### src/rtl/pattern_frame_if.sv
// Control, status and line-counter hookup between the frame controller and its neighbours.
// The slave side belongs to pattern_frame_ctrl. The master side drives start/stop/mode and returns end_frame.
interface pattern_frame_if #(
  parameter int PIX_PER_LINE = 32,
  parameter int FRAME_CNT_W  = 8
);
  localparam int PIX_W = $clog2(PIX_PER_LINE);

  logic                   start;
  logic                   stop;
  logic                   continuous;
  logic [2:0]             pat_sel_in;
  logic                   end_frame;
  logic                   line_cnt_enb;
  logic                   new_line;
  logic                   pix_valid;
  logic [PIX_W-1:0]       pix_x;
  logic [2:0]             pat_sel;
  logic                   busy;
  logic                   frame_done;
  logic [FRAME_CNT_W-1:0] frame_cnt;

  modport master (
    output start, stop, continuous, pat_sel_in, end_frame,
    input  line_cnt_enb, new_line, pix_valid, pix_x, pat_sel, busy, frame_done, frame_cnt
  );

  modport slave (
    input  start, stop, continuous, pat_sel_in, end_frame,
    output line_cnt_enb, new_line, pix_valid, pix_x, pat_sel, busy, frame_done, frame_cnt
  );
endinterface

### src/rtl/pattern_frame_ctrl.sv
// Frame timing controller: sequences pixels within a line and lines within a frame.
// It drives an external line counter, and every output comes directly from a flop.
module pattern_frame_ctrl #(
  parameter int PIX_PER_LINE = 32,
  parameter int HBLANK       = 4,
  parameter int FRAME_CNT_W  = 8
) (
  input logic            clk,
  input logic            rst,
  pattern_frame_if.slave bus
);
  localparam int PIX_W = $clog2(PIX_PER_LINE);
  localparam int HB_W  = (HBLANK > 1) ? $clog2(HBLANK) : 1;
  localparam logic [PIX_W-1:0] PIX_LAST = PIX_W'(PIX_PER_LINE - 1);
  localparam logic [HB_W-1:0]  HB_LAST  = HB_W'(HBLANK - 1);

  typedef enum logic [1:0] {
    S_IDLE,
    S_ACTIVE,
    S_HBLANK,
    S_FRAME_END
  } state_t;

  state_t                 state, state_nxt;
  logic [HB_W-1:0]        hb_cnt, hb_cnt_nxt;
  logic                   stop_pend, stop_pend_nxt;
  logic                   line_cnt_enb, line_cnt_enb_nxt;
  logic                   new_line, new_line_nxt;
  logic                   pix_valid, pix_valid_nxt;
  logic [PIX_W-1:0]       pix_x, pix_x_nxt;
  logic [2:0]             pat_sel, pat_sel_nxt;
  logic                   busy, busy_nxt;
  logic                   frame_done, frame_done_nxt;
  logic [FRAME_CNT_W-1:0] frame_cnt, frame_cnt_nxt;

  // The next value of each output is computed here so that the flops present it in the cycle the new state begins.
  always_comb begin
    state_nxt        = state;
    hb_cnt_nxt       = hb_cnt;
    stop_pend_nxt    = stop_pend;
    line_cnt_enb_nxt = line_cnt_enb;
    new_line_nxt     = 1'b0;
    pix_valid_nxt    = 1'b0;
    pix_x_nxt        = pix_x;
    pat_sel_nxt      = pat_sel;
    frame_done_nxt   = 1'b0;
    frame_cnt_nxt    = frame_cnt;

    if (state != S_IDLE && bus.stop) begin
      stop_pend_nxt = 1'b1;
    end

    case (state)
      S_IDLE: begin
        if (bus.start) begin
          state_nxt        = S_ACTIVE;
          pix_x_nxt        = '0;
          pix_valid_nxt    = 1'b1;
          pat_sel_nxt      = bus.pat_sel_in;
          line_cnt_enb_nxt = 1'b1;
          stop_pend_nxt    = bus.stop;
        end
      end

      S_ACTIVE: begin
        if (pix_x == PIX_LAST) begin
          state_nxt  = S_HBLANK;
          pix_x_nxt  = '0;
          hb_cnt_nxt = '0;
        end else begin
          pix_valid_nxt = 1'b1;
          pix_x_nxt     = pix_x + 1'b1;
        end
      end

      S_HBLANK: begin
        if (hb_cnt == HB_LAST) begin
          if (!bus.end_frame) begin
            state_nxt     = S_ACTIVE;
            new_line_nxt  = 1'b1;
            pix_valid_nxt = 1'b1;
            pix_x_nxt     = '0;
          end else begin
            state_nxt        = S_FRAME_END;
            line_cnt_enb_nxt = 1'b0;
            frame_done_nxt   = 1'b1;
            frame_cnt_nxt    = frame_cnt + 1'b1;
          end
        end else begin
          hb_cnt_nxt = hb_cnt + 1'b1;
        end
      end

      S_FRAME_END: begin
        // A pending stop always wins over continuous mode.
        if (stop_pend || !bus.continuous) begin
          state_nxt     = S_IDLE;
          stop_pend_nxt = 1'b0;
        end else begin
          state_nxt        = S_ACTIVE;
          line_cnt_enb_nxt = 1'b1;
          pat_sel_nxt      = bus.pat_sel_in;
          pix_valid_nxt    = 1'b1;
          pix_x_nxt        = '0;
        end
      end

      default: begin
        state_nxt = S_IDLE;
      end
    endcase

    busy_nxt = (state_nxt != S_IDLE);
  end

  // State and output registers. Reset is asynchronous and may land mid-frame.
  always_ff @(posedge clk or posedge rst) begin
    if (rst) begin
      state        <= S_IDLE;
      hb_cnt       <= '0;
      stop_pend    <= 1'b0;
      line_cnt_enb <= 1'b0;
      new_line     <= 1'b0;
      pix_valid    <= 1'b0;
      pix_x        <= '0;
      pat_sel      <= '0;
      busy         <= 1'b0;
      frame_done   <= 1'b0;
      frame_cnt    <= '0;
    end else begin
      state        <= state_nxt;
      hb_cnt       <= hb_cnt_nxt;
      stop_pend    <= stop_pend_nxt;
      line_cnt_enb <= line_cnt_enb_nxt;
      new_line     <= new_line_nxt;
      pix_valid    <= pix_valid_nxt;
      pix_x        <= pix_x_nxt;
      pat_sel      <= pat_sel_nxt;
      busy         <= busy_nxt;
      frame_done   <= frame_done_nxt;
      frame_cnt    <= frame_cnt_nxt;
    end
  end

  assign bus.line_cnt_enb = line_cnt_enb;
  assign bus.new_line     = new_line;
  assign bus.pix_valid    = pix_valid;
  assign bus.pix_x        = pix_x;
  assign bus.pat_sel      = pat_sel;
  assign bus.busy         = busy;
  assign bus.frame_done   = frame_done;
  assign bus.frame_cnt    = frame_cnt;
endmodule

### src/flat_wrapper.sv
// flat-port wrapper written by rule: the top's interface ports become plain ports
module pattern_frame_ctrl_flat 
#(
  parameter int PIX_PER_LINE = 32,
  parameter int HBLANK       = 4,
  parameter int FRAME_CNT_W  = 8
)
  (clk, rst, bus_start, bus_stop, bus_continuous, bus_pat_sel_in, bus_end_frame, bus_line_cnt_enb, bus_new_line, bus_pix_valid, bus_pix_x, bus_pat_sel, bus_busy, bus_frame_done, bus_frame_cnt);
  pattern_frame_if #(.PIX_PER_LINE(PIX_PER_LINE), .FRAME_CNT_W(FRAME_CNT_W)) bus_i ();
  input logic clk;
  input logic rst;
  input wire logic [$bits(bus_i.start)-1:0] bus_start;
  input wire logic [$bits(bus_i.stop)-1:0] bus_stop;
  input wire logic [$bits(bus_i.continuous)-1:0] bus_continuous;
  input wire logic [$bits(bus_i.pat_sel_in)-1:0] bus_pat_sel_in;
  input wire logic [$bits(bus_i.end_frame)-1:0] bus_end_frame;
  output wire logic [$bits(bus_i.line_cnt_enb)-1:0] bus_line_cnt_enb;
  output wire logic [$bits(bus_i.new_line)-1:0] bus_new_line;
  output wire logic [$bits(bus_i.pix_valid)-1:0] bus_pix_valid;
  output wire logic [$bits(bus_i.pix_x)-1:0] bus_pix_x;
  output wire logic [$bits(bus_i.pat_sel)-1:0] bus_pat_sel;
  output wire logic [$bits(bus_i.busy)-1:0] bus_busy;
  output wire logic [$bits(bus_i.frame_done)-1:0] bus_frame_done;
  output wire logic [$bits(bus_i.frame_cnt)-1:0] bus_frame_cnt;
  assign bus_i.start = bus_start;
  assign bus_i.stop = bus_stop;
  assign bus_i.continuous = bus_continuous;
  assign bus_i.pat_sel_in = bus_pat_sel_in;
  assign bus_i.end_frame = bus_end_frame;
  assign bus_line_cnt_enb = bus_i.line_cnt_enb;
  assign bus_new_line = bus_i.new_line;
  assign bus_pix_valid = bus_i.pix_valid;
  assign bus_pix_x = bus_i.pix_x;
  assign bus_pat_sel = bus_i.pat_sel;
  assign bus_busy = bus_i.busy;
  assign bus_frame_done = bus_i.frame_done;
  assign bus_frame_cnt = bus_i.frame_cnt;
  pattern_frame_ctrl #(.PIX_PER_LINE(PIX_PER_LINE), .HBLANK(HBLANK), .FRAME_CNT_W(FRAME_CNT_W)) u_core (.clk(clk), .rst(rst), .bus(bus_i));
endmodule
### config.mk
export PLATFORM = sky130hd
export DESIGN_NAME = pattern_frame_ctrl_flat
export DESIGN_NICKNAME = d
export VERILOG_FILES = /design/src/rtl/pattern_frame_if.sv /design/src/rtl/pattern_frame_ctrl.sv /design/src/flat_wrapper.sv
export SDC_FILE = /design/constraint.sdc
export NUM_CORES = 1
export LEC_CHECK = 0
export ABC_CLOCK_PERIOD_IN_PS = 1600
export CAP_MARGIN = 20
export CORE_MARGIN = 4
export CORE_UTILIZATION = 40
export DETAILED_ROUTE_END_ITERATION = 7
export PLACE_DENSITY_LB_ADDON = 0.2
export RECOVER_POWER = 25
export REMOVE_ABC_BUFFERS = 1
export SYNTH_ARGS = -nofsm -noshare
export SYNTH_HDL_FRONTEND = slang
export SYNTH_SLANG_ARGS = --single-unit
### constraint.sdc
create_clock -name clk -period 1.6 [get_ports clk]
set_input_delay 0.32 -clock clk [delete_from_list [all_inputs] [get_ports clk]]
set_output_delay 0.32 -clock clk [all_outputs]
set_load 0.05 [all_outputs]
# Word-level counts from Yosys, hierarchy flattened
# Cells that the tools add are included.
# op_classes
n_addsub	3
mul	0
div_mod_pow	0
magnitude_cmp	0
n_eq_ne	12
n_shift	0
mux	37
bitwise	0
reduce_logical	14
# op_table
op	count
5-bit two-way mux	5
5-bit case mux with 4 select lines	1
1-bit two-way mux	17
2-bit two-way mux	6
2-bit inequality test (second input constant)	5
3-bit AND reduction	3
8-bit by 1-bit adder with 8-bit output (second input constant)	1
2-bit case mux with 4 select lines	1
2-bit nonzero test	4
2-bit equality test (second input constant)	3
3-bit two-way mux	2
3-bit case mux with 2 select lines	1
5-bit by 1-bit adder with 5-bit output (second input constant)	1
5-bit equality test (second input constant)	1
5-bit AND reduction	1
2-bit by 1-bit inequality test with 1-bit output (second input constant)	2
1-bit case mux with 4 select lines	1
2-bit case mux with 2 select lines	1
4-bit AND reduction	1
1-bit case mux with 3 select lines	1
3-bit nonzero test	1
2-bit by 1-bit adder with 2-bit output (second input constant)	1
2-bit by 1-bit equality test with 1-bit output (second input constant)	1
2-bit logical NOT	1
4 further kinds	4
# word_totals
register_bits	26
latch_bits	0
ram_bits	0
romBits	0
output_inout_bits	21
mem_count	0

# Depth between registers and ports, before layout
# Gate-level depths: netlist of run 1.
# logic_depth
depth_word	5
depth_mapped	7
ltp_nobuf	7

# Worst setup path after synthesis of run 1
# OpenSTA, ideal clock, no wires.
# synth_path
path_type	reg2reg
startpoint	register u_core.pix_x[0], in the netlist u_core.bus.pix_x[0]
endpoint	register u_core.pix_x[3], in the netlist u_core.bus.pix_x[3]
setup_ns	0.092
t_arrival_ns	1.873
t_required_ns	1.508
slack_ns	-0.365
stages_incl_launch_ff	7
path_cell_list	dfrtp_1 ha_1 and3_1 ha_1 nand2b_1 or2_1 o31ai_2
# synth_between
elab_chain_len	3
elab_cells_between_ends	4
cone_classes	add/sub: 1; eq/ne: 1; mux: 2
# synth_lines
item	line_no	source
start: declaration	pattern_frame_ctrl.sv:30	logic [PIX_W-1:0] pix_x, pix_x_nxt;
start signal: assignment	pattern_frame_ctrl.sv:137	pix_x <= pix_x_nxt;
5-bit by 1-bit adder with 5-bit output / 5-bit equality test (equally long branches)	pattern_frame_ctrl.sv:72, pattern_frame_ctrl.sv:66	
5-bit two-way mux (*)	pattern_frame_ctrl.sv:66	if (pix_x == PIX_LAST) begin
5-bit case mux with 4 select lines (*)	pattern_frame_ctrl.sv:53	case (state)
# Every way passes the cells marked *; elsewhere a longest branch is shown, timed or not.
# A chain may end at the register's enable or synchronous reset.

# Worst setup path in the final report of run 1
# layout_path
startpoint	register u_core.state[1]
endpoint	register u_core.busy, in the netlist u_core.bus.busy
# layout_between
elab_chain_len	3
elab_cells_between_ends	9
cone_classes	eq/ne: 3; mux: 4; reduce/logical: 2
# layout_lines
item	line_no	source
start: declaration	pattern_frame_ctrl.sv:24	state_t state, state_nxt;
start signal: assignment	pattern_frame_ctrl.sv:131	state <= state_nxt;
2-bit equality test (tied with other cells)	pattern_frame_ctrl.sv:53	
2-bit case mux with 4 select lines (*)	pattern_frame_ctrl.sv:53	
net u_core.state_nxt[0]	pattern_frame_ctrl.sv:24	
2-bit nonzero test (*)	pattern_frame_ctrl.sv:113	busy_nxt = (state_nxt != S_IDLE);
net u_core.busy_nxt	pattern_frame_ctrl.sv:32	logic busy, busy_nxt;
end signal: assignment	pattern_frame_ctrl.sv:139	busy <= busy_nxt;
end: declaration	pattern_frame_ctrl.sv:32	
# Mark *: on every way through the listed nets, which the timed path passes. The rest lies on a longest branch.

==> results of run 1 <==
-- logic make-up after synthesis --
| family | synth area share [%] |
|---|---|
| compound gates | 13.1 |
| flops | 49.9 |
| buf+inv | 3.17 |
| fa+ha+maj | 8.64 |
| simple gates | 17.2 |
| xor+xnor | 4.70 |
| mux | 3.36 |
-- worst max path at each step --
stage | cells after the start | end | slack [ns] | start
2_1_floorplan | 6 | u_core.bus.pix_x[3]$_DFFE_PP0P_ | -0.37 | u_core.bus.pix_x[0]$_DFFE_PP0P_
3_3_place_gp | 6 | u_core.bus.pix_x[3]$_DFFE_PP0P_ | -0.19 | bus_continuous
3_5_place_dp | 5 | u_core.bus.pat_sel[2]$_DFFE_PP0P_ | -0.23 | bus_continuous
4_1_cts | 7 | u_core.bus.pix_x[3]$_DFFE_PP0P_ | 0.009 | u_core.state[0]$_DFF_PP0_
5_1_grt | 6 | u_core.bus.busy$_DFF_PP0_ | -0.11 | u_core.state[1]$_DFF_PP0_
6_report | 6 | u_core.bus.busy$_DFF_PP0_ | -0.08 | u_core.state[1]$_DFF_PP0_
-- worst register-to-register path, cell delays in order, from the launching register on --
cell and delay (ns):
dfrtp_1 0.42, inv_1 0.15, ha_1 0.21, buf_4 0.16, nor2b_1 0.28, a32oi_2 0.12, or2_1 0.23
-- routing by layer --
metal  vias to the layer above  part of all wire [%]
li1                        561                     -
met3                         6                   4.2
met1                       566                    43
met2                        23                    52
met4                         0                   1.7
met5                         -                     0
-- power by group --
| part | internal [mW] | switching (mW) |
|---|---|---|
| combinational | 0.752 | 0.907 |
| sequential | 0.793 | 0.0845 |
| clock | 0.253 | 0.200 |
-- cell usage after synthesis --
master,instances
dfrtp_1,26
nand2_1,17
o21ai_0,13
ha_1,9
inv_1,8
nor2_1,7
xnor2_1,7
nand4_1,5
a21oi_1,3
mux2_2,3
nand2b_1,3
nor2b_1,3
a22o_1,2
and3_1,2
nand3_1,2
o31ai_1,2
or2_1,2
a31oi_1,1
a32oi_1,1
and2_1,1
and2b_1,1
buf_6,1
mux2i_1,1
nand3_2,1
o21ai_1,1
o221ai_2,1
o311a_1,1
o31ai_2,1
or2_2,1
-- through the flow --
| step | TNS, ns | area, um^2 | total power, mW | cells | hold WS, ns |
|---|---|---|---|---|---|
| 3_5_place_dp | -2.07 | 1940 | 2.35 | 224 | 0.507 |
| 6_report | -0.0915 | 2130 | 2.99 | 233 | 0.530 |
| 4_1_cts | 0 | 2080 | 2.91 | 232 | 0.333 |
| 5_1_grt | -0.494 | 2130 | 3.13 | 233 | 0.556 |
| 3_3_place_gp | -1.64 | 1940 | 2.31 | 224 | 0.482 |
| 2_1_floorplan | -2.34 | 1290 | 1.68 | 125 | 0.360 |
-- timing repair --
item / in CTS / in global routing
pin swaps: 6 / 2
endpoints found under the setup margin: 12 / 13
setup buffers: 4 / 1
gates cloned: 0 / 0
resized for setup: 14 / 11
-- flip-flops by register name, summed over array words and instances, names as in the netlist --
signal and cells:
u_core.bus.pat_sel 3, u_core.bus.pix_valid 1, u_core.bus.busy 1, u_core.bus.line_cnt_enb 1
u_core.bus.pix_x 5, u_core.bus.frame_cnt 8, u_core.stop_pend 1, u_core.state 2
u_core.hb_cnt 2, u_core.bus.new_line 1, u_core.bus.frame_done 1
-- area by class of cell --
cell class	instances	area share [%]
Sequential cell	26	30.6
Clock buffer	3	1.06
Timing Repair Buffer	60	29.6
Multi-Input combinational cell	91	33.4
Clock inverter	1	1.41
Tap cell	44	2.59
Inverter	8	1.41
==> flow_summary.yaml, run 1 <==
run_status:
  status: "finished with violations"
  violations: "negative setup slack"
critical_path:
  worst-r2r-cell-count: 6
  crit_required_ns: 1.82
  crit_type: "reg2reg"
  slowest_delay_ns: 0.42
  r2r-start: "u_core.state[1]$_DFF_PP0_"
  r2r_end: "u_core.bus.busy$_DFF_PP0_"
  cp.buffers_inverters: 2
  path_cells: "inv_1, ha_1, buf_4, nor2b_1, a32oi_2, or2_1"
  cpLargestDelayFamily: "simple AND/OR/NAND/NOR gates"
  worstSetupStartpointType: "flop"
  crit_slowest_cell: "dfrtp_1"
  reg2reg_slack_ns: -0.08
  crit_fanout: 7
  crit_arrival_ns: 1.90
  crit_path_end_kind: "flop"
min_path:
  hold_start: "u_core.bus.line_cnt_enb$_DFFE_PP0P_"
  hold_depth: 2
  hold-path-endpoint: "u_core.bus.line_cnt_enb$_DFFE_PP0P_"
  hold_class: "reg2reg"
global_routing:
  grt_pass1_wl_mm: 5.17
  antenna_found_initial: 0
  grt_usage_pct: 15.4
  overflow: 0
  use_met3_pct: 3.25
  met1_usage_pct: 19.7
  use_met2_pct: 26.7
  grt_pass1_vias: 1111
  grt-busiest-layer: "met2"
  grt_max_degree: 27
logic_synthesis:
  netlist_area_um2: 1300
  syn_area_per_cell_um2: 10.3
  yosysSeqAreaShare_pct: 49.9
  postSynthRegisterBits: 26
  ys_warn_count: 0
  synth.distinct_cells: 29
  synth_top_area_share_pct: 49.9
  synth_top_cell_by_area: "dfrtp_1"
  yosys-top-cells-area: "dfrtp_1 (50%), ha_1 (8.6%), o21ai_0 (5.0%), nand2_1 (4.9%), xnor2_1 (4.7%)"
  syn-instance-count: 126
final_layout:
  multi_input_area_um2: 711
  fin_util_pct: 69.2
  fin_nets: 208
  syn_to_final_growth_pct: 63.3
  nFillCells: 235
  seq_area_um2: 651
  mostFrequentLayoutCells: "buf_4 (38), dfrtp_1 (26), nand2_1 (17)"
  final_common_cell: "buf_4"
  drive_gt1_share_pct: 41.8
  num_antenna_cells: 0
cts:
  worstSkewPairLatency_ns: 0.33
  numCtsBuffers: 3
  cts_tree: "built"
  cts_buffer_depth: 2
  cts-htree-levels: 1
  clkSinkCount: 26
  cts-root-buf: "clkbuf_4"
  clkTransAtPathRegs_ns: 0.15
  holdBufCountCts: 0
placement:
  hpwl_mm: 2.22
  gp_congestion: 0.886
  dpl_worst_slack_ns: -0.225
  port_buffers: 29
floorplanning:
  dieWidth_um: 65.1
  num_rows: 20
  core-area_um2: 3080
  dieHeight_um: 65.1
  start_util_pct: 42.4
  die-area_um2: 4240
  io_pins: 30
timing:
  setup_viol: 2
  slew_headroom_pct: 58.0
  fmax_ghz: 0.596
  slew_violations: 0
  layout_setup_ws_ns: -0.0766
  grt_setup_unrepaired: "yes"
  clock_skew_ns: 0.0132
  min_period_over_period_pct: 105
  worst_pin_slew_ns: 0.631
  period_minus_slack_ns: 1.68
  finalHoldViolations: 0
drt:
  ant_nets: 0
  drc: 0
  initialDrtViolationCount: 55
  routedWlPerCell_um: 13.9
  drt_first_pass_iters: 4
  vias: 1156
  routed_wl_mm: 3.24
  vias_per_cell: 4.96
power:
  power_leakage_nw: 0.971
  ir_drop_mv: 1.13
  power_density_nw_per_um2: 1400
flow_run:
  drv_cap: 0
Note: power is estimated with default switching activity, not from simulation.
==> inputs of run 2 (changes only) <==
--- a/config.mk
+++ b/config.mk
@@ -9,10 +9,13 @@
 export CAP_MARGIN = 20
 export CORE_MARGIN = 4
 export CORE_UTILIZATION = 40
+export CTS_BUF_LIST = sky130_fd_sc_hd__clkbuf_4
 export DETAILED_ROUTE_END_ITERATION = 7
+export HOLD_SLACK_MARGIN = 0.02
 export PLACE_DENSITY_LB_ADDON = 0.2
 export RECOVER_POWER = 25
 export REMOVE_ABC_BUFFERS = 1
+export SETUP_SLACK_MARGIN = 0.1
 export SYNTH_ARGS = -nofsm -noshare
 export SYNTH_HDL_FRONTEND = slang
 export SYNTH_SLANG_ARGS = --single-unit
==> run 2 against run 1 <==
The run still ends with negative setup slack left. Fmax grew 3.8%. Sequential cell count stayed put. Global-route usage grew 1.8 points.
==> flow_summary.yaml, run 2 (same netlist as run 1, synthesis figures left out) <==
run_status:
  status: "finished with violations"
  violations: "negative setup slack"
critical_path:
  crit_fanout: 3
  r2r_end: "u_core.bus.busy$_DFF_PP0_"
  crit_arrival_ns: 1.83
  crit_required_ns: 1.82
  crit_path_end_kind: "flop"
  worstSetupStartpointType: "flop"
  reg2reg_slack_ns: -0.02
  crit_type: "reg2reg"
  worst-r2r-cell-count: 5
  r2r-start: "u_core.bus.pix_x[0]$_DFFE_PP0P_"
floorplanning:
  start_util_pct: 42.4
  num_rows: 20
  dieWidth_um: 65.1
  die-area_um2: 4240
  io_pins: 30
  core-area_um2: 3080
  dieHeight_um: 65.1
drt:
  initialDrtViolationCount: 53
  wl_met2_mm: 1.82
  vias_per_cell: 4.95
  routed_wl_mm: 3.44
  wl_met1_mm: 1.47
  routedWlPerCell_um: 14.3
  ant_nets: 0
  drt_first_pass_iters: 4
  top_layer: "met4"
  wl_met3_um: 148
  drc: 0
  vias: 1187
timing:
  slew_violations: 0
  fmax_ghz: 0.619
  worst_pin_slew_ns: 0.628
  slew_headroom_pct: 58.1
  layout_setup_ws_ns: -0.0155
  clock_skew_ns: 0.0110
  grt_setup_unrepaired: "yes"
  finalHoldViolations: 0
  setup_viol: 1
  period_minus_slack_ns: 1.62
  min_period_over_period_pct: 101
  finalSetupTns_ns: -0.0155
final_layout:
  reg_top3: "u_core.bus.frame_cnt (8), u_core.bus.pix_x (5), u_core.bus.pat_sel (3)"
  largest_reg_flops: 8
  stdcell_area_um2: 2310
  nFillCells: 204
  top_register: "u_core.bus.frame_cnt"
  seq_area_um2: 652
  multi_input_area_um2: 806
  final_common_cell: "buf_4"
  syn_to_final_growth_pct: 77.1
  mostFrequentLayoutCells: "buf_4 (39), dfrtp_1 (25), nand2_1 (16)"
  drive_gt1_share_pct: 49.0
  num_antenna_cells: 0
  fin_nets: 215
power:
  comb_power_share_pct: 58.5
  power_density_nw_per_um2: 1410
  netSwitchingFraction_pct: 39.4
  power_switching_mw: 1.28
  ir_drop_mv: 1.27
  power_frac_seq_pct: 27.7
  power_leakage_nw: 1.03
  clkPwrFrac_pct: 13.8
  internal_power_mw: 1.97
placement:
  port_buffers: 29
  dpl_worst_slack_ns: -0.225
  hpwl_mm: 2.22
  gp_congestion: 0.886
  dpl_cell_area_um2: 1940
global_routing:
  grt_max_degree: 27
  grt_usage_pct: 17.2
  grt_pass1_wl_mm: 5.83
  antenna_found_initial: 0
  overflow: 0
  grt_pass1_vias: 1206
cts:
  clkSinkCount: 26
  clkTransAtPathRegs_ns: 0.15
  cts_buffer_depth: 2
  holdBufCountCts: 0
  worstSkewPairLatency_ns: 0.32
  numCtsBuffers: 3
  cts-root-buf: "clkbuf_4"
  cts-htree-levels: 1
  cts_tree: "built"
min_path:
  hold-path-endpoint: "u_core.bus.frame_cnt[7]$_DFFE_PP0P_"
  hold_class: "reg2reg"
  hold_start: "u_core.bus.frame_cnt[7]$_DFFE_PP0P_"
  hold_depth: 1
flow_run:
  drv_cap: 0
-- run 2: cell count changes in the layout (fill, tap and decap cells not counted), sizes merged --
cell  previous run  this run
buf             51        58
-- run 2: critical path, stage by stage (launching register included) --
cell	delay, ns
dfrtp_1	0.43
ha_2	0.19
and3_4	0.15
ha_4	0.17
o311a_1	0.36
or2_1	0.21
-- run 2: per-stage QoR --
step                      total power [mW]  utilization, %  hold WS (ns)  cells
final                                 3.25            75.0         0.541    240
after global routing                  3.42            75.0         0.562    240
after CTS                             3.15            72.2         0.333    235
after detailed placement              2.35            63.1         0.507    224
after global placement                2.31            63.1         0.482    224
after floorplan                       1.68               -         0.360    125
-- run 2: cell type report --
class,instances,area share [%]
multi-input combinational,91,34.9
tap,44,2.38
clock buffer,3,0.976
inverter,8,1.63
sequential,26,28.2
clock inverter,1,1.30
timing repair buffer,67,30.6
-- run 2: timing repair --
action	4_1_cts	5_1_grt
pin swaps	12	7
endpoints found under the setup margin	18	17
buffers inserted	7	5
gates resized for setup	41	15
-- run 2: how the worst max path moves through the flow --
stage | start | end | slack [ns]
floorplan | u_core.bus.pix_x[0]$_DFFE_PP0P_ | u_core.bus.pix_x[3]$_DFFE_PP0P_ | -0.37
global placement | bus_continuous | u_core.bus.pix_x[3]$_DFFE_PP0P_ | -0.19
detailed placement | bus_continuous | u_core.bus.pat_sel[2]$_DFFE_PP0P_ | -0.23
CTS | u_core.bus.pix_x[0]$_DFFE_PP0P_ | u_core.bus.pix_x[3]$_DFFE_PP0P_ | 0.02
global route | u_core.bus.pix_x[1]$_DFFE_PP0P_ | u_core.bus.busy$_DFF_PP0_ | -0.07
finish | u_core.bus.pix_x[0]$_DFFE_PP0P_ | u_core.bus.busy$_DFF_PP0_ | -0.02
-- run 2: metal layers --
layer  global-route usage, %  vias up
li1                        -      575
met1                    21.4      585
met4                    3.37        0
met5                       0        -
met2                    30.5       25
met3                    3.93        2
-- run 2: power groups by stage --
stage | combinational (mW) | sequential (mW) | clock, mW
final | 1.90 | 0.900 | 0.450
after global routing | 2.02 | 0.915 | 0.485
after CTS | 1.81 | 0.886 | 0.455
after detailed placement | 1.45 | 0.893 | 0
after global placement | 1.43 | 0.884 | 0
after floorplan | 0.427 | 1.25 | 0
==> inputs of run 3 (changes only) <==
--- a/config.mk
+++ b/config.mk
@@ -5,10 +5,12 @@
 export SDC_FILE = /design/constraint.sdc
 export NUM_CORES = 1
 export LEC_CHECK = 0
-export ABC_CLOCK_PERIOD_IN_PS = 1600
+export ABC_CLOCK_PERIOD_IN_PS = 1500
 export CAP_MARGIN = 20
+export CELL_PAD_IN_SITES_DETAIL_PLACEMENT = 2
+export CELL_PAD_IN_SITES_GLOBAL_PLACEMENT = 2
 export CORE_MARGIN = 4
-export CORE_UTILIZATION = 40
+export CORE_UTILIZATION = 32
 export CTS_BUF_LIST = sky130_fd_sc_hd__clkbuf_4
 export DETAILED_ROUTE_END_ITERATION = 7
 export HOLD_SLACK_MARGIN = 0.02
==> constraint.sdc (replaced) <==
create_clock -name clk -period 1.5 [get_ports clk]
set_input_delay 0.3 -clock clk [delete_from_list [all_inputs] [get_ports clk]]
set_output_delay 0.3 -clock clk [all_outputs]
set_load 0.05 [all_outputs]
==> run 3 against run 2 <==
The flow now stops in 4_1_cts. Synthesized cell count is the same. Synthesized area unchanged.
==> flow_summary.yaml, run 3 <==
run_status:
  status: "stopped before the end"
  lastStage: "4_1_cts"
  error: "[ERROR DPL-0033] detailed placement checks failed during check placement."
cts:
  cts-htree-levels: 1
  cts-root-buf: "clkbuf_4"
  clkSinkCount: 26
  holdBufCountCts: 0
  numCtsBuffers: 3
  cts_buffer_depth: 2
  cts_resized: 61
  cts_setup_buffers: 7
logic_synthesis:
  syn_area_per_cell_um2: 10.3
  synth_top_cell_by_area: "dfrtp_1"
  yosysSeqAreaShare_pct: 49.9
  synth_top_area_share_pct: 49.9
  ys_warn_count: 0
  ys.flop_type: "dfrtp_1"
  synth.distinct_cells: 29
  synth_edf_count: 0
  ys_async_sr_fraction_pct: 100
  yosys-top-cells-area: "dfrtp_1 (50%), ha_1 (8.6%), o21ai_0 (5.0%), nand2_1 (4.9%), xnor2_1 (4.7%)"
  netlist_area_um2: 1300
  postSynthRegisterBits: 26
  synth_common_cells: "dfrtp_1 (26), nand2_1 (17), o21ai_0 (13)"
  syn-instance-count: 126
  synth_most_common_cell: "dfrtp_1"
floorplanning:
  start_util_pct: 34.3
  dieHeight_um: 71.8
  num_rows: 22
  io_pins: 30
  dieWidth_um: 71.8
placement:
  hpwl_mm: 3.97
  gp_congestion: 0.780
  port_buffers: 29
  dpl_worst_slack_ns: -0.443
==> run 3: cell counts after synthesis <==
No cell type changed its count.
==> run 3: stage by stage <==
step / setup TNS, ns / utilization [%] / cells / instance area, um^2
2_1_floorplan: -3.70 / - / 125 / 1290
3_3_place_gp: -2.98 / 55.1 / 234 / 2090
3_5_place_dp: -4.97 / 55.1 / 234 / 2090
==> run 3: cell families after synthesis <==
logic type / count (synthesis) / share of synthesized area [%]
fa+ha+maj: 9 / 8.64
xor+xnor: 7 / 4.70
compound gates: 26 / 13.1
simple gates: 45 / 17.2
buf+inv: 9 / 3.17
mux: 4 / 3.36
flops: 26 / 49.9
==> inputs of run 4 (changes only) <==
==> config.mk (replaced) <==
export PLATFORM = sky130hd
export DESIGN_NAME = pattern_frame_ctrl_flat
export DESIGN_NICKNAME = d
export VERILOG_FILES = /design/src/rtl/pattern_frame_if.sv /design/src/rtl/pattern_frame_ctrl.sv /design/src/flat_wrapper.sv
export SDC_FILE = /design/constraint.sdc
export NUM_CORES = 1
export LEC_CHECK = 0
export ABC_CLOCK_PERIOD_IN_PS = 1500
export CAP_MARGIN = 20
export CORE_MARGIN = 4
export CORE_UTILIZATION = 25
export DETAILED_ROUTE_END_ITERATION = 7
export PLACE_DENSITY_LB_ADDON = 0.15
export RECOVER_POWER = 25
export REMOVE_ABC_BUFFERS = 1
export SYNTH_ARGS = -nofsm -noshare
export SYNTH_HDL_FRONTEND = slang
export SYNTH_SLANG_ARGS = --single-unit
==> run 4 against run 3 <==
The flow now finishes, with violations (negative setup slack).
==> flow_summary.yaml, run 4 (same netlist as run 1, synthesis figures left out) <==
critical_path:
  path_cells: "buf_4, ha_2, nor2b_2, buf_4, and2_1, o21ai_2, o31ai_4"
  cp-endpoint: "u_core.bus.pix_x[3]$_DFFE_PP0P_"
  cp.buffers_inverters: 2
  startpoint: "u_core.state[0]$_DFF_PP0_"
  crit_slowest_cell: "dfrtp_1"
  reg2reg_slack_ns: -0.14
  crit_required_ns: 1.66
  cpLargestDelayFamily: "flip-flops"
  r2r-start: "u_core.state[0]$_DFF_PP0_"
  crit_arrival_ns: 1.80
  worst-r2r-cell-count: 7
  crit_type: "reg2reg"
  crit_path_end_kind: "flop"
  worstSetupStartpointType: "flop"
  worst-path-stages: 7
  r2r_end: "u_core.bus.pix_x[3]$_DFFE_PP0P_"
  crit_fanout: 4
  slowest_delay_ns: 0.43
  crit_top_cell: "buf_4"
floorplanning:
  die-area_um2: 6430
  dieWidth_um: 80.2
  num_rows: 26
  start_util_pct: 25.7
  core-area_um2: 5070
  dieHeight_um: 80.2
  io_pins: 30
cts:
  clkSinkCount: 26
  cts_tree: "built"
  cts-root-buf: "clkbuf_8"
  numCtsBuffers: 3
  cts_setup_buffers: 0
  cts_buffer_depth: 2
  holdBufCountCts: 0
  cts-htree-levels: 1
  worstSkewPairLatency_ns: 0.27
  clkTransAtPathRegs_ns: 0.10
timing:
  holdWs_ns: 0.387
  finalHoldViolations: 0
  period_minus_slack_ns: 1.64
  worst_pin_slew_ns: 0.670
  finalSetupTns_ns: -0.317
  min_period_over_period_pct: 109
  fmax_ghz: 0.611
  setup_viol: 9
  grt_setup_unrepaired: "yes"
  slew_headroom_pct: 55.4
  slew_violations: 0
  clock_skew_ns: 0.00326
  layout_setup_ws_ns: -0.136
global_routing:
  grt_usage_pct: 11.4
  overflow: 0
  grt_max_degree: 27
  grt_pass1_vias: 1245
  grt_pass1_wl_mm: 5.75
  antenna_found_initial: 0
final_layout:
  top_register: "u_core.bus.frame_cnt"
  mostFrequentLayoutCells: "buf_4 (25), dfrtp_1 (25), buf_12 (21)"
  largest_reg_flops: 8
  syn_to_final_growth_pct: 81.5
  fin_nets: 208
  drive_gt1_share_pct: 47.6
  num_antenna_cells: 0
  reg_top3: "u_core.bus.frame_cnt (8), u_core.bus.pix_x (5), u_core.bus.pat_sel (3)"
  stdcell_area_um2: 2370
  final_cells: 259
drt:
  drc: 0
  drt_first_pass_iters: 4
  routed_wl_mm: 3.43
  vias_per_cell: 4.50
  routedWlPerCell_um: 13.2
  initialDrtViolationCount: 56
  vias: 1165
  ant_nets: 0
power:
  power_density_nw_per_um2: 1540
  ir_drop_mv: 1.04
  power_leakage_nw: 1.04
placement:
  hpwl_mm: 2.50
  port_buffers: 29
  gp_congestion: 0.811
  dp_cells: 255
  dpl_cell_area_um2: 2110
min_path:
  hold_start: "bus_end_frame"
  hold_class: "in2reg"
flow_run:
  drv_cap: 0
run_status:
  violations: "negative setup slack"
  status: "finished with violations"
[run 4: where the power goes]
group,switching [mW],leakage (nW),internal [mW]
sequential,0.132,0.334,0.847
clock,0.234,0.0357,0.357
combinational,1.02,0.673,1.04
total,1.38,1.04,2.25
[run 4: worst min-delay path by stage]
stage | endpoint | slack, ns | depth (start not counted)
CTS | u_core.bus.pat_sel[0]$_DFFE_PP0P_ | 0.38 | 3
global placement | u_core.hb_cnt[1]$_DFFE_PP0P_ | 0.52 | 1
finish | u_core.bus.new_line$_DFF_PP0_ | 0.39 | 2
detailed placement | u_core.hb_cnt[1]$_DFFE_PP0P_ | 0.55 | 1
floorplan | u_core.bus.busy$_DFF_PP0_ | 0.34 | 1
global route | u_core.bus.new_line$_DFF_PP0_ | 0.42 | 2
[run 4: area by class of cell]
type / count / area [um^2]
fillers: 471 / 2710
multi-input cells: 91 / 773
repair buffers: 60 / 752
flip-flops and latches: 26 / 652
well taps: 70 / 87.6
clock buffers: 3 / 41.3
clock inverters: 1 / 30.0
inverters: 8 / 30.0
[run 4: repair_timing]
item	4_1_cts	5_1_grt
pin swaps	8	11
setup endpoints to repair	14	17
gates resized for setup	26	26
[run 4: metal layers]
layer	wire length [um]	up-vias	GRT usage, %
met5	0	-	0
met4	54	0	4.56
met3	127	6	1.68
met2	1850	25	20.5
met1	1400	575	13.5
li1	-	559	-
[run 4: stage by stage]
step	power (mW)	utilization [%]	setup WS, ns
5_1_grt	3.85	46.6	-0.189
3_3_place_gp	2.72	41.6	-0.316
6_report	3.63	46.6	-0.136
2_1_floorplan	1.79	-	-0.465
3_5_place_dp	2.75	41.6	-0.381
4_1_cts	3.52	45.0	-0.0684
